`config.mk`:
```
export PLATFORM = sky130hd
export DESIGN_NAME = cpu_fetch_unit
export DESIGN_NICKNAME = d
export VERILOG_FILES = /design/src/rtl/cpu_fetch_unit.sv
export SDC_FILE = /design/constraint.sdc
export NUM_CORES = 1
export LEC_CHECK = 0
export BUFFER_PORTS_ARGS = -buffer_cell sky130_fd_sc_hd__buf_2
export CAP_MARGIN = 20
export CELL_PAD_IN_SITES_DETAIL_PLACEMENT = 0
export CELL_PAD_IN_SITES_GLOBAL_PLACEMENT = 1
export CORE_MARGIN = 2
export CORE_UTILIZATION = 35
export DETAILED_ROUTE_END_ITERATION = 8
export HOLD_SLACK_MARGIN = 0.06
export PLACE_DENSITY_LB_ADDON = 0.1
export SLEW_MARGIN = 20
export SYNTH_ARGS = -nofsm -noshare
export SYNTH_HDL_FRONTEND = slang
export SYNTH_SLANG_ARGS = --single-unit
```
`constraint.sdc`:
```
create_clock -name clk -period 1.3 [get_ports clk]
set_input_delay 0.195 -clock clk [delete_from_list [all_inputs] [get_ports clk]]
set_output_delay 0.195 -clock clk [all_outputs]
set_load 0.02 [all_outputs]
```
`src/rtl/cpu_fetch_unit.sv`:
```
// cpu_fetch_unit: instruction fetch stage for the 4-bit SAP CPU.
//
// Holds the program counter and the memory address register (MAR). The MAR drives the
// program ROM address. Each ROM byte is captured into the instruction register (IR), which
// is offered to execute over a valid/ready handshake. Fetching one instruction takes three
// states: load MAR, capture IR, then present it.
//
// Optional feature: define CPU_FETCH_HALT_EN to stop fetching after an HLT_OPCODE
// instruction has been handed over. Only reset restarts the unit.
//
// Ports:
//   clk        in   system clock, rising edge
//   reset_n    in   asynchronous active-low reset
//   mem_addr   out  MAR contents, ROM address
//   mem_data   in   ROM data (combinational from mem_addr)
//   ir_valid   out  IR holds an instruction for execute
//   ir_ready   in   execute accepts the IR this cycle
//   opcode     out  upper DATA_W-ADDR_W bits of IR
//   operand    out  lower ADDR_W bits of IR
//   pc         out  program counter (address of next fetch)
//   jump_en    in   redirect PC; taken only on a handshake
//   jump_addr  in   redirect target
//   halted     out  fetch stopped on HLT (constant 0 without CPU_FETCH_HALT_EN)
module cpu_fetch_unit #(
    parameter int unsigned                ADDR_W     = 4,
    parameter int unsigned                DATA_W     = 8,
    parameter logic [ADDR_W-1:0]          RESET_PC   = '0,
    parameter logic [DATA_W-ADDR_W-1:0]   HLT_OPCODE = '1
) (
    input  logic                       clk,
    input  logic                       reset_n,
    output logic [ADDR_W-1:0]          mem_addr,
    input  logic [DATA_W-1:0]          mem_data,
    output logic                       ir_valid,
    input  logic                       ir_ready,
    output logic [DATA_W-ADDR_W-1:0]   opcode,
    output logic [ADDR_W-1:0]          operand,
    output logic [ADDR_W-1:0]          pc,
    input  logic                       jump_en,
    input  logic [ADDR_W-1:0]          jump_addr,
    output logic                       halted
);

`ifdef CPU_FETCH_HALT_EN
    typedef enum logic [1:0] {StAddr, StRead, StValid, StHalt} state_e;
`else
    typedef enum logic [1:0] {StAddr, StRead, StValid} state_e;
`endif

    state_e              state_q, state_d;
    logic [ADDR_W-1:0]   pc_q, pc_d;
    logic [ADDR_W-1:0]   mar_q, mar_d;
    logic [DATA_W-1:0]   ir_q, ir_d;
    logic                ir_valid_q, ir_valid_d;
    logic                halt_hit;

`ifdef CPU_FETCH_HALT_EN
    logic halted_q, halted_d;

    assign halt_hit = (ir_q[DATA_W-1:ADDR_W] == HLT_OPCODE);
    assign halted   = halted_q;
`else
    logic unused_hlt_opcode;

    assign unused_hlt_opcode = ^HLT_OPCODE;
    assign halt_hit          = 1'b0;
    assign halted            = 1'b0;
`endif

    // State and datapath registers.
    always_ff @(posedge clk or negedge reset_n) begin
        if (!reset_n) begin
            state_q    <= StAddr;
            pc_q       <= RESET_PC;
            mar_q      <= RESET_PC;
            ir_q       <= '0;
            ir_valid_q <= 1'b0;
`ifdef CPU_FETCH_HALT_EN
            halted_q   <= 1'b0;
`endif
        end else begin
            state_q    <= state_d;
            pc_q       <= pc_d;
            mar_q      <= mar_d;
            ir_q       <= ir_d;
            ir_valid_q <= ir_valid_d;
`ifdef CPU_FETCH_HALT_EN
            halted_q   <= halted_d;
`endif
        end
    end

    // Next-state logic.
    always_comb begin
        state_d = state_q;
        unique case (state_q)
            StAddr:  state_d = StRead;
            StRead:  state_d = StValid;
            StValid: begin
                if (ir_ready) begin
`ifdef CPU_FETCH_HALT_EN
                    state_d = halt_hit ? StHalt : StAddr;
`else
                    state_d = StAddr;
`endif
                end
            end
`ifdef CPU_FETCH_HALT_EN
            StHalt:  state_d = StHalt;
`endif
            default: state_d = StAddr;
        endcase
    end

    // Next values of the registered outputs. ir_valid is set on entry to StValid so that it
    // comes straight from a flop rather than a state decode.
    always_comb begin
        pc_d       = pc_q;
        mar_d      = mar_q;
        ir_d       = ir_q;
        ir_valid_d = ir_valid_q;
`ifdef CPU_FETCH_HALT_EN
        halted_d   = halted_q;
`endif
        unique case (state_q)
            StAddr: mar_d = pc_q;
            StRead: begin
                ir_d       = mem_data;
                pc_d       = pc_q + ADDR_W'(1);
                ir_valid_d = 1'b1;
            end
            StValid: begin
                if (ir_ready) begin
                    ir_valid_d = 1'b0;
                    // Halt wins over a simultaneous jump.
                    if (halt_hit) begin
`ifdef CPU_FETCH_HALT_EN
                        halted_d = 1'b1;
`endif
                    end else if (jump_en) begin
                        pc_d = jump_addr;
                    end
                end
            end
            default: ;
        endcase
    end

    assign mem_addr = mar_q;
    assign ir_valid = ir_valid_q;
    assign opcode   = ir_q[DATA_W-1:ADDR_W];
    assign operand  = ir_q[ADDR_W-1:0];
    assign pc       = pc_q;

endmodule

```
==> metrics.md, run 1 <==
| Metric | Value |
|---|---|
| Result of the run | completed |
| Net count of the mapped netlist | 82 |
| Count of final hold-check violations | 0 |
| Vias in the first global route | 571 |
| Fill cell instance count of the final layout | 242 |
| Crit Path Max Fanout | 7 |
| Area Overhead vs Synth | 28.4% |
| Number of antenna violations at the first check in global routing | 0 |
| Type of the tightest min-delay check | in -> reg |
| Max capacitance violation total | 0 |
| Slew Viols, Final | 0 |
| RSZ-0062 raised after global routing | false |
| Number of unique standard cell types used by synthesis | 25 |
| Port Buf Inserts | 32 |
| Sequential cell area in the final layout | 475 um^2 |
| Synthesized area | 845 um^2 |
| Number of antenna diodes | 0 |
| Die Area | 0.00282 mm^2 |
| Setup TNS | 0 ns |
| #FFs+latches synth | 19 |
| PnR Total Power | 2940 uW |
| Number of nets in the layout | 122 |
| Arrival time at the worst endpoint | 1.41 ns |
| Insertion delay to the later sink of the worst-skew pair | 0.30 ns |
| Clock transition at the registers of the reported paths | 0.10 ns |
| WL/cell | 12.1 um |
| Worst clock skew | 0.000559 ns |
| Global routing usage summed across all routing layers | 13.5% |
| Clock net sink count | 19 |
| FMAX | 824 MHz |
| Post-synthesis area per instance | 13.0 um^2 |
| Most used cells in the layout excluding fill and tap cells | 32 x sky130_fd_sc_hd__buf_2, 19 x sky130_fd_sc_hd__dfrtp_1, 12 x sky130_fd_sc_hd__mux2_2 |
| Total wirelength of the detailed-routed design | 1.60 mm |
| Final Wtd Congestion | 0.713 |
| Detailed-placement wirelength estimate | 1.18 mm |
| Core area | 0.00225 mm^2 |
| Via count of the routed design | 628 |
| Cts bufs inserted | 3 |
| Maximum number of pins on one net before global-route repair | 20 |
| Detailed-routing iteration count for the pre-antenna-repair pass | 4 |
| Top cell type by total area after synthesis | sky130_fd_sc_hd__dfrtp_1 |
| Static leakage power | 0.000545 uW |
| Share of layout cells above drive strength 1 | 53.8% |
| Global-route wire length before repair | 2.55 mm |
| Chip Height | 53.1 um |
| # IOs | 34 |
| Share of the synthesized area in the top cell type | 56.3% |
| Power density over cell area | 2710 mW/mm^2 |
| First DRT Iteration DRCs | 7 |
| Commonest non-fill, non-tap cell in the layout | sky130_fd_sc_hd__buf_2 |
| Worst setup EP type | flip-flop |
| Starting Density | 37.5% |
| Register area share after synthesis | 56.3% |
| Average via count per standard cell | 4.76 |
| Global route total overflow | 0 |
| Critical path type | reg -> reg |
| DRC | 0 |
| Count of antenna-violating nets left after detailed routing | 0 |
| Floorplan die width | 53.1 um |
| Maximum vdd drop | 1.23 mV |
| CP required | 1.50 ns |
| CTS tree | yes |
| Row count | 17 |
| Number of cells produced by synthesis | 65 |
| Critical path launch point type | flip-flop |
| Worst-case clock buffer depth | 2 |
| Root Buffer Master | sky130_fd_sc_hd__clkbuf_4 |
| Minimum clock period after layout | 1.21 ns |
| Total of endpoints with negative setup slack in the final report | 0 |
| Area taken by multi-input logic gates | 328 um^2 |
| Portion of the clock cycle consumed by the worst path in the final layout | 93.3% |
| Top cells by area in the synthesized netlist | sky130_fd_sc_hd__dfrtp_1 56%, sky130_fd_sc_hd__mux2_2 16%, sky130_fd_sc_hd__buf_6 2.7% |
| Post-CTS Resized | 0 |
| Htree depth | 1 |
| Yosys synthesis warning count | 0 |
-- flip-flops by register name, summed over array words and instances, names as in the netlist --
| register | count |
|---|---|
| ir_q | 8 |
| ir_valid | 1 |
| mem_addr | 4 |
| pc | 4 |
| state_q | 2 |
-- final cells by class --
cell class | instances | share of cell area [%]
sequential | 19 | 43.8
multi-input combinational | 40 | 30.2
timing repair buffer | 38 | 19.1
tap | 28 | 3.23
clock buffer | 3 | 2.08
inverter | 3 | 1.04
clock inverter | 1 | 0.461
-- path summary, 6_finish.rpt --
| check | slack, ns | depth (start not counted) | startpoint | end |
|---|---|---|---|---|
| max | 0.09 | 3 | state_q[1] | ir_q[2] |
| min | 0.12 | 2 | mem_data[0] | ir_q[0] |
| max reg2reg | 0.09 | 3 | state_q[1] | ir_q[2] |
| min reg2reg | 0.51 | 1 | mem_addr[3] | mem_addr[3] |
| max in group asynchronous | 0.66 | 2 | reset_n | ir_q[5] |
| min in group asynchronous | 0.35 | 2 | reset_n | pc[0] |
-- worst max-delay path: stages, from the launching register on --
cell and delay [ns]:
sky130_fd_sc_hd__dfrtp_1 0.48, sky130_fd_sc_hd__nor2b_4 0.14, sky130_fd_sc_hd__buf_4 0.16, sky130_fd_sc_hd__mux2_2 0.33
-- logic make-up (layout without fill, tap and decap cells) --
group           count (synthesis)  after routing  share of synthesized area [%]
mux                            13             13                           17.2
xor+xnor                        1              1                           1.04
compound gates                  9              9                           8.59
simple gates                   15             15                           10.1
buf+inv                         6             45                           4.89
fa+ha+maj                       1              1                           1.48
flops                          19             19                           56.3
other cells                     1              1                          0.444
-- metal layers --
metal / up-vias / wire length (um) / GRT usage (%)
li1: 302 / - / -
met4: 0 / 46 / 10.3
met3: 5 / 92 / 3.67
met2: 24 / 742 / 19.6
met5: - / 0 / 0
met1: 297 / 722 / 16.8
-- power by group --
part | switching [uW] | internal, uW | leakage, uW | total (uW)
Clock | 184 | 115 | 0.0000177 | 298
Sequential | 218 | 895 | 0.000222 | 1110
Combinational | 793 | 735 | 0.000306 | 1530
Total | 1190 | 1740 | 0.000545 | 2940
-- stage by stage --
stage / area, um^2 / util [%] / hold slack, ns / setup WS [ns] / cells
floorplan: 845 / - / -0.101 / 0.101 / 65
CTS: 1080 / 47.8 / 0.103 / 0.0326 / 131
global placement: 1020 / 45.4 / 0.158 / 0.0463 / 124
detailed placement: 1020 / 45.4 / 0.162 / 0.00772 / 124
global route: 1080 / 48.1 / 0.102 / 0.0229 / 132
finish: 1080 / 48.1 / 0.115 / 0.0867 / 132
-- Yosys cell counts --
master	n
sky130_fd_sc_hd__a211oi_1	1
sky130_fd_sc_hd__a21boi_0	1
sky130_fd_sc_hd__a21o_2	1
sky130_fd_sc_hd__a21oi_1	1
sky130_fd_sc_hd__a221oi_2	1
sky130_fd_sc_hd__and3_1	2
sky130_fd_sc_hd__buf_4	1
sky130_fd_sc_hd__buf_6	2
sky130_fd_sc_hd__conb_1	1
sky130_fd_sc_hd__dfrtp_1	19
sky130_fd_sc_hd__ha_1	1
sky130_fd_sc_hd__inv_1	3
sky130_fd_sc_hd__mux2_2	12
sky130_fd_sc_hd__mux2i_1	1
sky130_fd_sc_hd__nand2_1	1
sky130_fd_sc_hd__nand3_1	1
sky130_fd_sc_hd__nand3b_1	1
sky130_fd_sc_hd__nand4b_1	1
sky130_fd_sc_hd__nor2_1	5
sky130_fd_sc_hd__nor2b_4	1
sky130_fd_sc_hd__nor3_1	3
sky130_fd_sc_hd__o211a_1	1
sky130_fd_sc_hd__o21ai_0	2
sky130_fd_sc_hd__o22a_1	1
sky130_fd_sc_hd__xor2_1	1
-- what timing repair did --
action	CTS	global route
hold buffers	1	0
pin swaps	0	1
buffers inserted	2	1
gates cloned	0	0
endpoints found under the hold margin	19	0
endpoints found under the setup margin	8	2
Note: power is estimated with default switching activity, not from simulation.
==> run 2, diff against run 1 <==
CORE_UTILIZATION = 38   (was 35)
clock period = 1.6 ns   (was 1.3 ns; I/O delays follow)
==> metrics.md, run 2 (synthesis gave the netlist of run 1 again) <==
| Metric | Value |
|---|---|
| Most used cells in the layout excluding fill and tap cells | 32 x sky130_fd_sc_hd__buf_2, 19 x sky130_fd_sc_hd__dfrtp_1, 12 x sky130_fd_sc_hd__mux2_2 |
| Root Buffer Master | sky130_fd_sc_hd__clkbuf_4 |
| CTS tree | yes |
| R2R setup slack | 0.21 ns (+0.13 ns) |
| CP required | 1.79 ns (+0.29 ns) |
| Chip Height | 51.1 um (-3.7%) |
| Count of buffers added by post-CTS timing repair for setup | 0 (-2) |
| Worst reg2reg path endpoint | ir_q[3] |
| Arrival time at the worst endpoint | 1.58 ns (+0.17 ns) |
| DRC | 0 (unchanged) |
| Commonest non-fill, non-tap cell in the layout | sky130_fd_sc_hd__buf_2 |
| Worst setup timing slack at the placement stage | 0.216 ns (+0.208 ns) |
| Fill cell instance count of the final layout | 208 (-14%) |
| Static leakage power | 0.000526 uW (-3.6%) |
| Htree depth | 1 (unchanged) |
| Power density over cell area | 2190 mW/mm^2 (-19%) |
| Number of antenna violations at the first check in global routing | 0 (unchanged) |
| Detailed-placement wirelength estimate | 1.08 mm (-8.0%) |
| Share of layout cells above drive strength 1 | 52.0% (-1.8 points) |
| PnR Total Power | 2310 uW (-21%) |
| Post-CTS Resized | 0 (unchanged) |
| Clock transition at the registers of the reported paths | 0.11 ns (about the same) |
| Final Wtd Congestion | 0.806 (+13%) |
| Critical path type | reg -> reg |
| RSZ-0062 raised after global routing | false |
| Worst setup EP type | flip-flop |
| Global route total overflow | 0 (unchanged) |
| Final setup margin | 0.212 ns (+0.125 ns) |
| Number of antenna diodes | 0 (unchanged) |
| Beginning of the worst hold path | mem_data[6] |
| Worst clock skew | 0.00367 ns (+0.00311 ns) |
| Die Area | 0.00262 mm^2 (-7.3%) |
| Max reg flops | 8 (unchanged) |
| Clock net sink count | 19 (unchanged) |
| Instance count along the most critical hold path | 2 (unchanged) |
| Maximum vdd drop | 0.975 mV (-20%) |
| Critical path launch point type | flip-flop |
| # IOs | 34 (unchanged) |
| Slew Viols, Final | 0 (unchanged) |
| Setup TNS | 0 ns (unchanged) |
| Count of final hold-check violations | 0 (unchanged) |
| Floorplan die width | 51.1 um (-3.7%) |
| Detailed-routing iteration count for the pre-antenna-repair pass | 3 (-1) |
| Insertion delay to the later sink of the worst-skew pair | 0.29 ns (about the same) |
| Core area | 0.00215 mm^2 (-4.7%) |
| Type of the tightest min-delay check | in -> reg |
| Total of endpoints with negative setup slack in the final report | 0 (unchanged) |
| FMAX | 720 MHz (-13%) |
| Max capacitance violation total | 0 (unchanged) |
| Portion of the clock cycle consumed by the worst path in the final layout | 86.8% (-6.6 points) |
| Via count of the routed design | 597 (-4.9%) |
| Worst-case clock buffer depth | 2 (unchanged) |
| Global routing usage summed across all routing layers | 13.7% (+0.21 points) |
| WL/cell | 11.7 um (-3.9%) |
| Cts bufs inserted | 3 (unchanged) |
| Area Overhead vs Synth | 24.9% |
| Number of nets in the layout | 118 (-3.3%) |
| Average via count per standard cell | 4.66 (-2.0%) |
| Maximum number of pins on one net before global-route repair | 20 (unchanged) |
| Startpoint of the worst register-to-register path | state_q[0] |
| Crit Path Max Fanout | 12 (+5) |
| Row count | 17 (unchanged) |
| Total wirelength of the detailed-routed design | 1.49 mm (-6.8%) |
| Count of antenna-violating nets left after detailed routing | 0 (unchanged) |
| Register with the most flip-flops | ir_q |
| Global-route wire length before repair | 2.62 mm (+2.7%) |
| Vias in the first global route | 604 (+5.8%) |
| Minimum clock period after layout | 1.39 ns (+0.175 ns) |
| First DRT Iteration DRCs | 2 (-5) |
| Port Buf Inserts | 32 (unchanged) |
| Result of the run | completed |
| Hold Path Sink | ir_q[6] |
| Worst reg2reg path depth | 2 (-1) |
| Starting Density | 39.3% (+1.9 points) |
==> run 2: routing by layer <==
metal  global-route usage (%)  share of wire [%]
met2                     22.3                 46
met5                        0                  0
met3                     2.92                6.5
met4                     9.46                1.1
met1                     16.0                 46
==> run 2: how the worst max path moves through the flow <==
stage / from / end / slack, ns / cells after the start
after floorplan: state_q[0] / mem_addr[0] / 0.40 / 3
after global placement: state_q[0] / ir_q[0] / 0.26 / 2
after detailed placement: state_q[0] / ir_q[5] / 0.22 / 2
after CTS: state_q[0] / ir_q[1] / 0.19 / 2
after global routing: state_q[0] / pc[3] / 0.07 / 3
final: state_q[0] / ir_q[3] / 0.21 / 2
==> run 2: area by class of cell <==
class                   instances  area, um^2  share of cell area (%)
clock inverters                 1        5.00                   0.474
multi-input cells              40         328                    31.1
inverters                       3        11.3                    1.07
flip-flops and latches         19         475                    45.1
repair buffers                 34         178                    16.8
clock buffers                   3        22.5                    2.14
well taps                      28        35.0                    3.32
==> run 2: report_power, final <==
group | switching [uW] | internal (uW) | total [uW]
sequential | 191 | 727 | 918
clock | 148 | 93.0 | 241
combinational | 609 | 545 | 1150
total | 948 | 1360 | 2310
==> run 2: critical path, stage by stage (launching register included) <==
cell and delay (ns):
sky130_fd_sc_hd__dfrtp_1 0.52, sky130_fd_sc_hd__nor2b_4 0.39, sky130_fd_sc_hd__mux2_2 0.37
==> run 2: through the flow <==
stage | utilization (%) | hold slack (ns) | cells | area (um^2)
after floorplan | - | -0.0556 | 65 | 845
after global placement | 47.3 | 0.205 | 123 | 1020
after detailed placement | 47.3 | 0.204 | 123 | 1020
after CTS | 49.1 | 0.151 | 128 | 1050
after global routing | 49.1 | 0.149 | 128 | 1050
final | 49.1 | 0.166 | 128 | 1050
==> run 2: what timing repair did <==
action | in CTS | in global routing
setup endpoints to repair | 0 | 0
hold endpoints to repair | 19 | 0
hold buffers | 1 | 0
